--- src/rtl/lfsr_prng_pkg.sv ---
// Shared constants and helpers for the LFSR PRNG: PRESENT sbox, Galois toggle masks
// and the 64-bit bit permutation used by each cipher round.
package lfsr_prng_pkg;

    // Entry n holds the sbox image of nibble value n (packed, so index 15 is listed first).
    localparam logic [15:0][3:0] SBOX = {
        4'h2, 4'h1, 4'h7, 4'h4, 4'h8, 4'hF, 4'hE, 4'h3,
        4'hD, 4'hA, 4'h0, 4'h9, 4'hB, 4'h6, 4'h5, 4'hC
    };

    // Maximal-length Galois toggle mask; zero flags an unsupported width.
    function automatic logic [63:0] get_mask(input int unsigned width);
        case (width)
            16:      return 64'h0000_0000_0000_B400;
            32:      return 64'h0000_0000_8020_0003;
            64:      return 64'hD800_0000_0000_0000;
            default: return 64'h0;
        endcase
    endfunction

    function automatic logic [63:0] perm64(input logic [63:0] d);
        logic [63:0] p;
        p = '0;
        for (int i = 0; i < 63; i++) begin
            p[(16 * i) % 63] = d[i];
        end
        p[63] = d[63];
        return p;
    endfunction

endpackage

--- src/rtl/lfsr_prng_cipher_layer.sv ---
// One combinational scrambler round: PRESENT sbox on every nibble, then the bit permutation.
module lfsr_prng_cipher_layer
    import lfsr_prng_pkg::*;
(
    input  logic [63:0] data_i,
    output logic [63:0] data_o
);

    logic [63:0] sboxed;

    always_comb begin
        sboxed = '0;
        for (int n = 0; n < 16; n++) begin
            sboxed[n*4 +: 4] = SBOX[data_i[n*4 +: 4]];
        end
    end

    assign data_o = perm64(sboxed);

endmodule

--- src/rtl/lfsr_prng.sv ---
// Galois LFSR index generator with an optional nonlinear scrambler on its output.
// Define LFSR_PRNG_SEED_LOAD_EN to add the ld_i/seed_i reseed ports.
module lfsr_prng
    import lfsr_prng_pkg::*;
#(
    parameter int unsigned          LfsrWidth    = 64,
    parameter int unsigned          OutWidth     = 8,
    parameter logic [LfsrWidth-1:0] RstVal       = '1,
    parameter int unsigned          CipherLayers = 0,
    parameter bit                   CipherReg    = 1'b1
) (
    input  logic                 clk_i,
    input  logic                 rst_i,
    input  logic                 en_i,
`ifdef LFSR_PRNG_SEED_LOAD_EN
    input  logic                 ld_i,
    input  logic [LfsrWidth-1:0] seed_i,
`endif
    output logic [OutWidth-1:0]  out_o
);

    localparam logic [63:0]          MaskFull = get_mask(LfsrWidth);
    localparam logic [LfsrWidth-1:0] Mask     = MaskFull[LfsrWidth-1:0];

    if (LfsrWidth != 16 && LfsrWidth != 32 && LfsrWidth != 64) begin : g_err_width
        $error("lfsr_prng: LfsrWidth must be 16, 32 or 64");
    end
    if (OutWidth == 0 || OutWidth > LfsrWidth) begin : g_err_out
        $error("lfsr_prng: OutWidth must be in 1..LfsrWidth");
    end
    if (RstVal == '0) begin : g_err_rst
        $error("lfsr_prng: RstVal must be non-zero");
    end
    if (CipherLayers > 0 && LfsrWidth != 64) begin : g_err_cipher
        $error("lfsr_prng: the cipher needs LfsrWidth = 64");
    end

    logic [LfsrWidth-1:0] lfsr_q, lfsr_d;
    logic                 advance;

`ifdef LFSR_PRNG_SEED_LOAD_EN
    // A load wins over a step and freezes the cipher register for that cycle.
    assign advance = en_i & ~ld_i;

    always_comb begin
        lfsr_d = lfsr_q;
        if (ld_i) begin
            lfsr_d = (seed_i == '0) ? RstVal : seed_i;
        end else if (en_i) begin
            lfsr_d = (lfsr_q >> 1) ^ (lfsr_q[0] ? Mask : '0);
        end
    end
`else
    assign advance = en_i;

    always_comb begin
        lfsr_d = lfsr_q;
        if (en_i) begin
            lfsr_d = (lfsr_q >> 1) ^ (lfsr_q[0] ? Mask : '0);
        end
    end
`endif

    always_ff @(posedge clk_i or posedge rst_i) begin
        if (rst_i) begin
            lfsr_q <= RstVal;
        end else begin
            lfsr_q <= lfsr_d;
        end
    end

    if (CipherLayers == 0) begin : g_plain
        logic unused_advance;
        assign unused_advance = advance;
        assign out_o = lfsr_q[OutWidth-1:0];
    end else begin : g_cipher
        logic [CipherLayers:0][63:0] stage;
        logic [63:0]                 cipher_out;
        logic                        unused_cipher;

        assign stage[0] = 64'(lfsr_q);

        for (genvar l = 0; l < CipherLayers; l++) begin : g_layer
            lfsr_prng_cipher_layer u_layer (
                .data_i (stage[l]),
                .data_o (stage[l+1])
            );
        end

        assign cipher_out    = stage[CipherLayers];
        assign unused_cipher = ^cipher_out;

        if (CipherReg) begin : g_reg
            // Captures the scramble of the pre-step state, so it lags the LFSR by one step.
            logic [OutWidth-1:0] out_q;
            always_ff @(posedge clk_i or posedge rst_i) begin
                if (rst_i) begin
                    out_q <= '0;
                end else if (advance) begin
                    out_q <= cipher_out[OutWidth-1:0];
                end
            end
            assign out_o = out_q;
        end else begin : g_comb
            logic unused_advance;
            assign unused_advance = advance;
            assign out_o = cipher_out[OutWidth-1:0];
        end
    end

endmodule

--- config.mk ---
export PLATFORM = sky130hd
export DESIGN_NAME = lfsr_prng
export DESIGN_NICKNAME = d
export VERILOG_FILES = /design/src/rtl/lfsr_prng_pkg.sv /design/src/rtl/lfsr_prng_cipher_layer.sv /design/src/rtl/lfsr_prng.sv
export SDC_FILE = /design/constraint.sdc
export NUM_CORES = 1
export LEC_CHECK = 0
export CAP_MARGIN = 25
export CORE_ASPECT_RATIO = 0.5
export CORE_MARGIN = 10
export CORE_UTILIZATION = 60
export CTS_BUF_LIST = sky130_fd_sc_hd__clkbuf_2 sky130_fd_sc_hd__clkbuf_4 sky130_fd_sc_hd__clkbuf_8
export DETAILED_ROUTE_END_ITERATION = 6
export GPL_TIMING_DRIVEN = 0
export PLACE_DENSITY = 0.79
export REMOVE_ABC_BUFFERS = 1
export SYNTH_ARGS = -nofsm -noshare
export SYNTH_HDL_FRONTEND = slang
export SYNTH_SLANG_ARGS = --single-unit
--- constraint.sdc ---
create_clock -name clk_i -period 2 [get_ports clk_i]
set_clock_uncertainty 0.15 [all_clocks]
set_input_delay 0.5 -clock clk_i [delete_from_list [all_inputs] [get_ports clk_i]]
set_output_delay 0.5 -clock clk_i [all_outputs]
set_load 0.03 [all_outputs]
* Yosys cells after proc, flatten, opt, wreduce, memory -nomap -nowiden
Index checks and enable logic that the tools add are counted.
** Word-level totals
- Word-level logic and storage cells :: 3
- Output and inout bits :: 8
- Register bits after elaboration :: 64
- Latch bits :: 0
- Input port bits :: 3
- Bits in writable memories :: 0
- Memories :: 0
- Memory bits (read-only) :: 0
** Operators by class
- Shift-type cells :: 0
- Bitwise logic cells :: 1
- $add $sub $neg :: 0
- Equal/unequal tests :: 0
- $lt $le $gt $ge :: 0
- Divide/modulo/power cells :: 0
- Reductions and logical operators :: 0
- Mux-type cells :: 1
- Multiply operators :: 0
** Operators by type and width (number)
- 2-to-1 mux 64 bit :: 1
- XOR 63 x 64 -> 64 bit :: 1

* Depth between registers and ports, before layout
Gate-level depths: netlist (run 1).
- Depth in word-level cells :: 2
- Gate-level depth with buffers :: 4
- Gate-level depth less buffers :: 2

* Worst setup path before layout (run 1)
Ideal clock, no wire load.
- Path type :: flip-flop to output port
- From :: register lfsr_q[0]
- To :: output out_o[0]
- Cell stages (with the launch flop) :: 2
- Data arrival time :: 0.728 ns
- Required time :: 1.350 ns
- Path slack :: 0.622 ns
- Buffers on the path :: 1
- Path through :: dfstp_2 > buf_4
** RTL lines
- start: declaration :: line lfsr_prng.sv:38 : logic [LfsrWidth-1:0] lfsr_q, lfsr_d;
- start signal: assignment :: line lfsr_prng.sv:66 : lfsr_q <= RstVal;
- start signal: assignment :: line lfsr_prng.sv:68 : lfsr_q <= lfsr_d;
- end: declaration :: line lfsr_prng.sv:19 : output logic [OutWidth-1:0] out_o
No word-level cell between the ends.

* Worst setup path in the final report (run 1)
- From :: register lfsr_q[7]
- To :: output out_o[7]
No word-level cell between the ends.

==> results of run 1 <==
[cells in the mapped netlist]
cell	count
a21oi_1	3
buf_6	3
buf_2	3
xnor2_1	3
buf_4	9
inv_1	1
nor2_1	3
dfstp_2	64
mux2_4	24
mux2_2	37
[where the power goes]
| part | switching (mW) | leakage (nW) | total, mW | internal, mW |
|---|---|---|---|---|
| combinational | 0.138 | 0.483 | 0.505 | 0.367 |
| clock | 0.452 | 0.0947 | 0.953 | 0.501 |
| sequential | 0.158 | 0.666 | 1.93 | 1.78 |
| total | 0.748 | 1.24 | 3.39 | 2.64 |
[metal layers]
metal | part of all wire [%] | routed length, um
met5 | 0 | 0
met4 | 1.2 | 38
met2 | 44 | 1433
met1 | 49 | 1606
met3 | 5.4 | 174
[how the worst min path moves through the flow]
stage | startpoint | to | slack [ps] | cells after the start
after floorplan | lfsr_q[59]$_DFFE_PP1P_ | lfsr_q[59]$_DFFE_PP1P_ | 310 | 2
after global placement | lfsr_q[59]$_DFFE_PP1P_ | lfsr_q[59]$_DFFE_PP1P_ | 330 | 2
after global routing | lfsr_q[62]$_DFFE_PP1P_ | lfsr_q[62]$_DFFE_PP1P_ | 380 | 2
final | lfsr_q[62]$_DFFE_PP1P_ | lfsr_q[62]$_DFFE_PP1P_ | 340 | 2
after CTS | lfsr_q[62]$_DFFE_PP1P_ | lfsr_q[62]$_DFFE_PP1P_ | 340 | 2
after detailed placement | lfsr_q[62]$_DFFE_PP1P_ | lfsr_q[62]$_DFFE_PP1P_ | 330 | 2
[through the flow]
| step | util, % | std cells | setup TNS, ps | area, um^2 | worst slack [ps] |
|---|---|---|---|---|---|
| after floorplan | - | 135 | 0 | 2515 | 206.3 |
| after global placement | 66.01 | 199 | -150810 | 2683 | -1831 |
| after detailed placement | 66.44 | 200 | 0 | 2700 | 74.40 |
| after CTS | 70.44 | 215 | 0 | 2863 | 16.60 |
| after global routing | 70.32 | 215 | 0 | 2858 | 17.78 |
| final | 70.32 | 215 | 0 | 2858 | 81.28 |
[kinds of logic (layout without fill, tap and decap cells)]
kind of cell              count (synthesis)  count (layout)  share of synthesized area [%]
AOI/OAI and AO/OA                         3               3                         0.5704
muxes                                    61              61                          29.53
DFF                                      64              64                          63.91
buffers and inverters                    16              27                          4.564
and+or+nand+nor                           3               3                         0.4279
xor gates and xnor gates                  3               3                         0.9988
[worst min-delay path: stages, from the launching register on]
cell     delay, ps
dfstp_2        370
nor2_1          80
a21oi_1         50
[cell usage in the layout (no fill, tap or decap), types with 3 or more instances in the layout]
cell type,instances
nor2_1,3
clkbuf_8,11
mux2_4,24
xnor2_1,3
dfstp_2,64
clkinv_2,4
a21oi_1,3
dlygate4sd2_1,7
mux2_2,37
[layout make-up]
class,count,area (um^2),area share [%]
sequential,64,1682,58.84
multi-input combinational,70,829.5,29.03
clock buffer,11,151.4,5.298
timing repair buffer,11,103.9,3.634
tap,54,67.56,2.364
clock inverter,4,20.02,0.7005
inverter,1,3.754,0.1313
==> impl_results.md, run 1 <==
- Worst rel slew slack: between 40% and 50%
- GRT busiest layer: met2
- Worst Hold Class: reg -> reg
- Chip width: 113.7 um
- Crit. End Element: primary output
- Fin crit period: roughly 1900 ps
- Gate Count Post-Synth: 150
- Largest regs: lfsr_q: 64 flops
- Crit path max fanout: 3
- Worst r2r dst: lfsr_q[62]$_DFFE_PP1P_
- R2r setup slk: between 900 and 1000 ps
- Root Buffer: clkbuf_8
- Power consumption: roughly 3.4 mW
- WS Path Type: reg -> out
- H-tree depth: 3
- Setup Fix Bufs, Post-CTS: 0
- Clk sinks: between 60 and 70
- Buffer and inverter count on the worst path: 1
- # setup viols final: 0
- Leakage: ~1.2 nW
- CP max stage delay: approximately 540 ps
- Mean post-synth cell area: 17.54 um^2
- ANT cells: 0
- Sequential share of the synthesized area: roughly 64%
- I/O pins: 11
- Area grow syn2layout: 8.607%
- Fmax: 521.2 MHz
- Largest net degree at the start of global routing: 68
- Peak supply drop: 0.0006002 V
- First-pass GRT wire length: roughly 6000 um
- Drt initial violations: 57
- Maxcap violations: 0
- Routed vias: 1128
- Grt met1 use: 12.49%
- Die area: approximately 0.0076 mm^2
- Status: finished clean
- WL per Instance: ~15 um
- Reg2reg start: lfsr_q[0]$_DFFE_PP1P_
- Yosys top cell area share: 63.91%
- HPWL after DPL: approximately 1900 um
- Worst Hold Slack: 340.1 ps
- Overall routing resource usage: 10.25%
- Tightest Pin Transition: around 900 ps
- Area of the core: approximately 0.0041 mm^2
- Critical Path Source Type: flop
- Arrival @ worst endpoint: approximately 1300 ps
- Slowest CP cell: dfstp_2
- Layout cells sized above 1: 89.44%
- FILL cells: around 260
- M3 GR Usage: ~5.5%
- Kind of cell adding the most delay to the critical path: flip-flops
- Deepest clock path buffer count: 2
- Largest register FFs: 64
- Netlist Area Pre-Place: around 0.0026 mm^2
- Fin. max-slew vios: 0
- PwrDens: 1187 mW/mm^2
- Worst Setup EP: out_o[7]
- Port Buffers: 10
- TritonCTS clock tree: yes
- Gr ovfl total: 0
- Routed Antenna Nets: 0
- Post-cts sizing count: 9
- Top cells by area, synth: dfstp_2 64%, mux2_2 16%, mux2_4 14%
- Period utilization: 95.94%
- RSZ-0062 raised after global routing: no
- DRC errors left: 0
- Critical Path RT: about 1400 ps
- Crit path launch: lfsr_q[7]$_DFFE_PP1P_
- Initial antenna violation count: 0
- Synth cell types: 10
- Skew-Pair Late Insertion Delay: 320 ps
- Detailed Routing Iterations Pass 1: 3
- CTS clk-pin slew, worst paths: about 70 ps
- Placer congestion estimate: 0.6674
- Seq cells post-synth: 64
- Final #Nets: 160
- WP depth: 1
- Drt total wl: around 3300 um
- Vias in the first global route: ~1200
- Synth Warn #: 0
- FF-to-FF path depth: 2
- Die H: between 60 and 70 um
- Critical-path cell list: dlygate4sd2_1
- Hold buffer count at cts: 0
- CTS Buf Count: 9
- Biggest register: lfsr_q
- Met2 Use GR: between 10% and 20%
- Via density: ~5.2
- # rows: 16
- Initial Util: about two thirds
- Yosys top cell by area: dfstp_2
- Final hold vios: 0
No activity file was read; power rests on OpenSTA's default activity.
==> run 2: changes to the inputs <==
--- a/config.mk
+++ b/config.mk
@@ -8,12 +8,13 @@
 export CAP_MARGIN = 25
 export CORE_ASPECT_RATIO = 0.5
 export CORE_MARGIN = 10
-export CORE_UTILIZATION = 60
+export CORE_UTILIZATION = 62
 export CTS_BUF_LIST = sky130_fd_sc_hd__clkbuf_2 sky130_fd_sc_hd__clkbuf_4 sky130_fd_sc_hd__clkbuf_8
 export DETAILED_ROUTE_END_ITERATION = 6
 export GPL_TIMING_DRIVEN = 0
-export PLACE_DENSITY = 0.79
+export PLACE_DENSITY = 0.81
 export REMOVE_ABC_BUFFERS = 1
 export SYNTH_ARGS = -nofsm -noshare
 export SYNTH_HDL_FRONTEND = slang
+export SYNTH_HIERARCHICAL = 1
 export SYNTH_SLANG_ARGS = --single-unit
==> run 2 against run 1 <==
Net effect: maximum frequency rose by 0.37%; clock power rose by 4.3%; power rose by 1.1%; combinational power barely moved; worst setup slack improved by 7.0 ps; register-to-register slack barely moved; wire length rose by 3.6%; core utilization rose by 1.3 points; sequential share of layout area fell by 0.18 points; worst hold slack improved by 2.6 ps.
==> impl_results.md, run 2 <==
- Final hold vios: 0
- Post-synth EDFFs: 0
- Worst rel slew slack: about two fifths
- Fin crit period: roughly 1900 ps
- Hold depth: 2
- Post-synth top flop: dfstp_2
- Layout cells sized above 1: 89.38%
- Worst Hold Slack: 342.7 ps
- Initial Util: 65.72%
- Maxcap violations: 0
- Commonest non-fill, non-tap cell in the layout: dfstp_2
- Setup Fix Bufs, Post-CTS: 0
- Biggest register: lfsr_q
- # setup viols final: 0
- Top cells by area, synth: dfstp_2 64%, mux2_2 16%, mux2_4 14%
- Critical Path RT: approximately 1400 ps
- Worst r2r dst: lfsr_q[59]$_DFFE_PP1P_
- Worst Hold Class: reg -> reg
- WL per Instance: between 15 and 20 um
- Die H: ~66 um
- Fin. max-slew vios: 0
- Kind of cell adding the most delay to the critical path: flip-flops
- Crit. End Element: primary output
- Gate Count Post-Synth: 150
- Tightest Pin Transition: a little over 900 ps
- WS Path Type: reg -> out
- Largest register FFs: 64
- TritonCTS clock tree: yes
- Hold buffer count at cts: 0
- Yosys top cell area share: between 60% and 70%
- First-pass GRT wire length: approximately 6000 um
- Critical Path Source Type: flop
- Routed vias: around 1100
- Port Buffers: 10
- Gr ovfl total: 0
- Drt total wl: 3368 um
- Min-Delay Startpoint: lfsr_q[62]$_DFFE_PP1P_
- DRC errors left: 0
- Synth Warn #: 6
- Fraction of registers with async set/reset: 100.0%
- FF-to-FF path depth: 2
- Peak supply drop: between 0.0007 and 0.0008 V
- Crit path max fanout: 3
- Chip width: around 110 um
- Final #Nets: 160
- Routed Antenna Nets: 0
- Drt initial violations: between 40 and 50
- Hold Path End: lfsr_q[62]$_DFFE_PP1P_
- # rows: 16
- Overall routing resource usage: 10.47%
- Netlist Area Pre-Place: between 0.002 and 0.003 mm^2
- Top cells by count, synth: 64 x dfstp_2, 37 x mux2_2, 24 x mux2_4, 9 x buf_4
- Via density: slightly above 5
- PwrDens: 1197 mW/mm^2
- Detailed Routing Iterations Pass 1: 3
- Period utilization: 95.58%
- Critical-path cell list: dlygate4sd2_1
- Seq cells post-synth: 64
- H-tree depth: 3
- Placed Instances: 200
- HPWL after DPL: 2033 um
- RSZ-0062 raised after global routing: no
- Die area: around 0.0074 mm^2
- Mean post-synth cell area: between 15 and 20 um^2
- CTS Buf Count: 9
- Arrival @ worst endpoint: between 1000 and 1500 ps
- Deepest clock path buffer count: 2
- Slowest CP cell: dfstp_2
- Sequential share of the synthesized area: 63.91%
- Fmax: about 520 MHz
- I/O pins: 11
- Yosys top cell by area: dfstp_2
- CP max stage delay: ~540 ps
- Buffer and inverter count on the worst path: 1
- ANT cells: 0
- CTS clk-pin slew, worst paths: ~60 ps
- Initial antenna violation count: 0
- Area grow syn2layout: 8.940%
- Commonest non-fill, non-tap cells in the layout: 64 x dfstp_2, 37 x mux2_2, 24 x mux2_4
- Reg2reg start: lfsr_q[0]$_DFFE_PP1P_
- Synth cell types: 10
- Count leader, synth: dfstp_2
- Skew-Pair Late Insertion Delay: between 300 and 400 ps
- Clk sinks: between 60 and 70
- Area of the core: 0.004004 mm^2
- Placer congestion estimate: between 0.6 and 0.7
- Root Buffer: clkbuf_8
- Vias in the first global route: between 1000 and 1500
- R2r setup slk: a little over 900 ps
- Largest net degree at the start of global routing: just under 70
- Leakage: 1.245 nW
- Final Non-Filler Cells: ~210
- Largest regs: lfsr_q: 64 flops
- Status: finished clean
run 2: cell types whose count changed in the layout (fill, tap and decap cells not counted), sizes merged:
cell / previous run / this run
clkbuf: 12 / 15
clkinv: 4 / 0
run 2: worst max path at each step:
stage,start,end,slack [ps],depth (start not counted)
2_1_floorplan,rst_i,lfsr_q[0]$_DFFE_PP1P_,210,1
3_5_place_dp,lfsr_q[0]$_DFFE_PP1P_,out_o[0],80,1
6_report,lfsr_q[2]$_DFFE_PP1P_,out_o[2],90,1
4_1_cts,lfsr_q[0]$_DFFE_PP1P_,out_o[0],20,1
3_3_place_gp,en_i,lfsr_q[25]$_DFFE_PP1P_,-1820,2
5_1_grt,lfsr_q[3]$_DFFE_PP1P_,out_o[3],10,1
run 2: power by group:
| group | internal, mW | switching [mW] |
|---|---|---|
| clock network | 0.566 | 0.428 |
| registers | 1.78 | 0.155 |
| logic | 0.367 | 0.138 |
| total | 2.71 | 0.721 |
run 2: metal layers:
layer  GRT usage (%)  routed length [um]
met3           6.612                 171
met1           11.69                1563
met2           15.23                1576
met5               0                   0
met4           5.660                  57
run 2: layout make-up:
cell class                      instances  area, um^2
Multi-Input combinational cell         70       829.5
Inverter                                1       3.754
Sequential cell                        64        1682
Timing Repair Buffer                   11       103.9
Clock buffer                           14       180.2
Fill cell                             249        1137
Tap cell                               54       67.56
run 2: what timing repair did:
item / CTS / global route
endpoints found under the setup margin: 8 / 1
pin swaps: 0 / 0
gates resized for setup: 9 / 1
hold endpoints to repair: 0 / 0
run 2: kinds of logic (layout without fill, tap and decap cells):
family / Yosys count / in the layout / synth area share, %
flip-flops: 64 / 64 / 63.91
multiplexers: 61 / 61 / 29.53
buffers and inverters: 16 / 26 / 4.564
AO/OA/AOI/OAI: 3 / 3 / 0.5704
XOR/XNOR: 3 / 3 / 0.9988
AND/OR/NAND/NOR: 3 / 3 / 0.4279
run 2: per-stage QoR:
step                      setup TNS (ps)  instance area, um^2  setup WS [ps]  power [mW]  util, %
after detailed placement               0                 2700          83.01       2.461    67.44
after CTS                              0                 2872          18.37       3.475    71.72
after floorplan                        0                 2515          206.3       2.327        -
final                                  0                 2867          88.30       3.431    71.59
after global placement           -148610                 2683          -1816       2.427    67.00
after global routing                   0                 2867          11.80       3.611    71.59
run 2: worst min-delay path: stages, from the launching register on:
cell	delay (ps)
dfstp_2	360
nor2_1	80
a21oi_1	50
==> run 3: changes to the inputs <==
--- a/config.mk
+++ b/config.mk
@@ -13,8 +13,8 @@
 export DETAILED_ROUTE_END_ITERATION = 6
 export GPL_TIMING_DRIVEN = 0
 export PLACE_DENSITY = 0.81
-export REMOVE_ABC_BUFFERS = 1
 export SYNTH_ARGS = -nofsm -noshare
 export SYNTH_HDL_FRONTEND = slang
 export SYNTH_HIERARCHICAL = 1
 export SYNTH_SLANG_ARGS = --single-unit
+export TNS_END_PERCENT = 20
==> run 3 against run 2 <==
Net effect: non-clock buffer count up 15; sequential power about the same; worst hold slack worse by 0.67 ps; largest cell class unchanged; first-iteration DRC count up 34%; core utilization up 2.7 points; register-to-register slack worse by 60 ps; largest power group unchanged; critical path type unchanged; sequential cell count unchanged; clock power down 3.1%.
==> impl_results.md, run 3 (same netlist as run 2, synthesis figures left out) <==
- Leakage: about 1.3 nW
- Placed cell area: between 0.002 and 0.003 mm^2
- Root Buffer: clkbuf_8
- Maxcap violations: 0
- Die area: roughly 0.0074 mm^2
- Drt initial violations: 55
- WS Path Type: reg -> out
- Area grow syn2layout: 12.98%
- Skew-Pair Late Insertion Delay: between 300 and 400 ps
- WL per Instance: approximately 16 um
- # setup viols final: 0
- Worst Setup EP: out_o[0]
- PwrDens: about 1100 mW/mm^2
- Tightest Pin Transition: 750.1 ps
- Met3 wire length: between 100 and 150 um
- Setup slack after layout: approximately 63 ps
- Worst r2r dst: lfsr_q[60]$_DFFE_PP1P_
- RSZ-0062 raised after global routing: no
- Via density: approximately 5.2
- Area of the core: about 0.004 mm^2
- CTS Buf Count: 9
- Met2 WL: around 1600 um
- Critical Path RT: 1350 ps
- ANT cells: 0
- Largest register FFs: 64
- Final Non-Filler Cells: around 230
- Reg2reg start: lfsr_q[0]$_DFFE_PP1P_
- Crit path max fanout: 5
- Overall routing resource usage: 10.68%
- Initial antenna violation count: 0
- Detailed Routing Iterations Pass 1: 3
- Crit. End Element: primary output
- Drt total wl: ~3600 um
- Fin crit period: 1937 ps
- Commonest non-fill, non-tap cell in the layout: dfstp_2
- Worst Hold Class: reg -> reg
- Fmax: 516.3 MHz
- Critical Path Source Type: flop
- Clk sinks: 64
- Critical-path cell list: buf_4 -> clkdlybuf4s15_2
- Metal-1 WL: ~1800 um
- Placer congestion estimate: ~0.68
- Arrival @ worst endpoint: 1290 ps
- Worst rel slew slack: about half
- Die H: about 66 um
- TritonCTS clock tree: yes
- Deepest clock path buffer count: 2
- I/O pins: 11
- Commonest non-fill, non-tap cells in the layout: 64 x dfstp_2, 37 x mux2_2, 24 x mux2_4
- Top Layer Used: met4
- Gr ovfl total: 0
- HPWL after DPL: roughly 2300 um
- Final #Nets: roughly 180
- Slowest CP cell: dfstp_2
- Routed vias: 1198
- Largest net degree at the start of global routing: 38
- CTS clk-pin slew, worst paths: ~70 ps
- Status: finished clean
- Layout cells sized above 1: between 90 and 100%
- FF-to-FF path depth: 3
- Fin. max-slew vios: 0
- Period utilization: 96.84%
- First-pass GRT wire length: roughly 6400 um
- Placed Instances: 214
- Largest regs: lfsr_q: 64 flops
- Initial Util: around two thirds
- FILL cells: approximately 250
- R2r setup slk: 860 ps
- Hold buffer count at cts: 0
- Crit path launch: lfsr_q[0]$_DFFE_PP1P_
- Design Area, Final: between 0.002 and 0.003 mm^2
- Fin Setup TNS: 0 ps
- Peak supply drop: a little under 0.0006 V
- Chip width: 112.1 um
- # rows: 16
- CP max stage delay: roughly 570 ps
- H-tree depth: 3
- Final hold vios: 0
- Vias in the first global route: 1314
- DRC errors left: 0
- Setup WS pre-CTS: -12.19 ps
- Post-Synthesis Net Count: 153
- Port Buffers: 9
- Routed Antenna Nets: 0
- Biggest register: lfsr_q
- Worst Hold Slack: between 300 and 400 ps
run 3: final cells by class:
cell class | instances | area, um^2 | share of cell area (%)
clock buffers | 12 | 152.6 | 5.135
inverters | 1 | 3.754 | 0.1263
flip-flops and latches | 64 | 1682 | 56.57
clock inverters | 4 | 20.02 | 0.6734
repair buffers | 11 | 101.3 | 3.409
multi-input cells | 70 | 829.5 | 27.90
well taps | 54 | 67.56 | 2.273
plain buffers | 15 | 116.4 | 3.914
run 3: where the power goes:
group / switching (mW) / internal (mW) / leakage, nW
Clock: 0.459 / 0.503 / 0.0967
Sequential: 0.161 / 1.78 / 0.666
Combinational: 0.141 / 0.373 / 0.542
Total: 0.761 / 2.65 / 1.30
run 3: per-stage QoR:
stage / total power [mW] / util (%)
2_1_floorplan: 2.358 / -
3_3_place_gp: 2.427 / 69.66
3_5_place_dp: 2.469 / 70.16
4_1_cts: 3.446 / 74.06
5_1_grt: 3.587 / 74.25
6_report: 3.414 / 74.25
run 3: worst min-delay path by stage:
stage | start | slack, ps | to | cells after the start
6_report | lfsr_q[59]$_DFFE_PP1P_ | 340 | lfsr_q[59]$_DFFE_PP1P_ | 2
5_1_grt | lfsr_q[59]$_DFFE_PP1P_ | 370 | lfsr_q[59]$_DFFE_PP1P_ | 2
4_1_cts | lfsr_q[59]$_DFFE_PP1P_ | 340 | lfsr_q[59]$_DFFE_PP1P_ | 2
3_5_place_dp | lfsr_q[59]$_DFFE_PP1P_ | 330 | lfsr_q[59]$_DFFE_PP1P_ | 2
3_3_place_gp | lfsr_q[59]$_DFFE_PP1P_ | 330 | lfsr_q[59]$_DFFE_PP1P_ | 2
2_1_floorplan | lfsr_q[59]$_DFFE_PP1P_ | 310 | lfsr_q[59]$_DFFE_PP1P_ | 2
run 3: repair_timing:
| action | CTS | global route |
|---|---|---|
| hold endpoints to repair | 0 | 0 |
| gates cloned | 0 | 0 |
| endpoints found under the setup margin | 8 | 1 |
| setup buffers | 0 | 1 |
| gates resized for setup | 17 | 0 |
run 3: critical path, delay by kind of cell (launching register included):
kind / cells / cell delay, ps
buf+inv: 2 / 390
flops: 1 / 570
run 3: layer usage:
layer  vias to the layer above  track usage, %
met5                         -               0
li1                        557               -
met4                         0           4.245
met1                       620           13.20
met2                        16           16.45
met3                         5           4.348
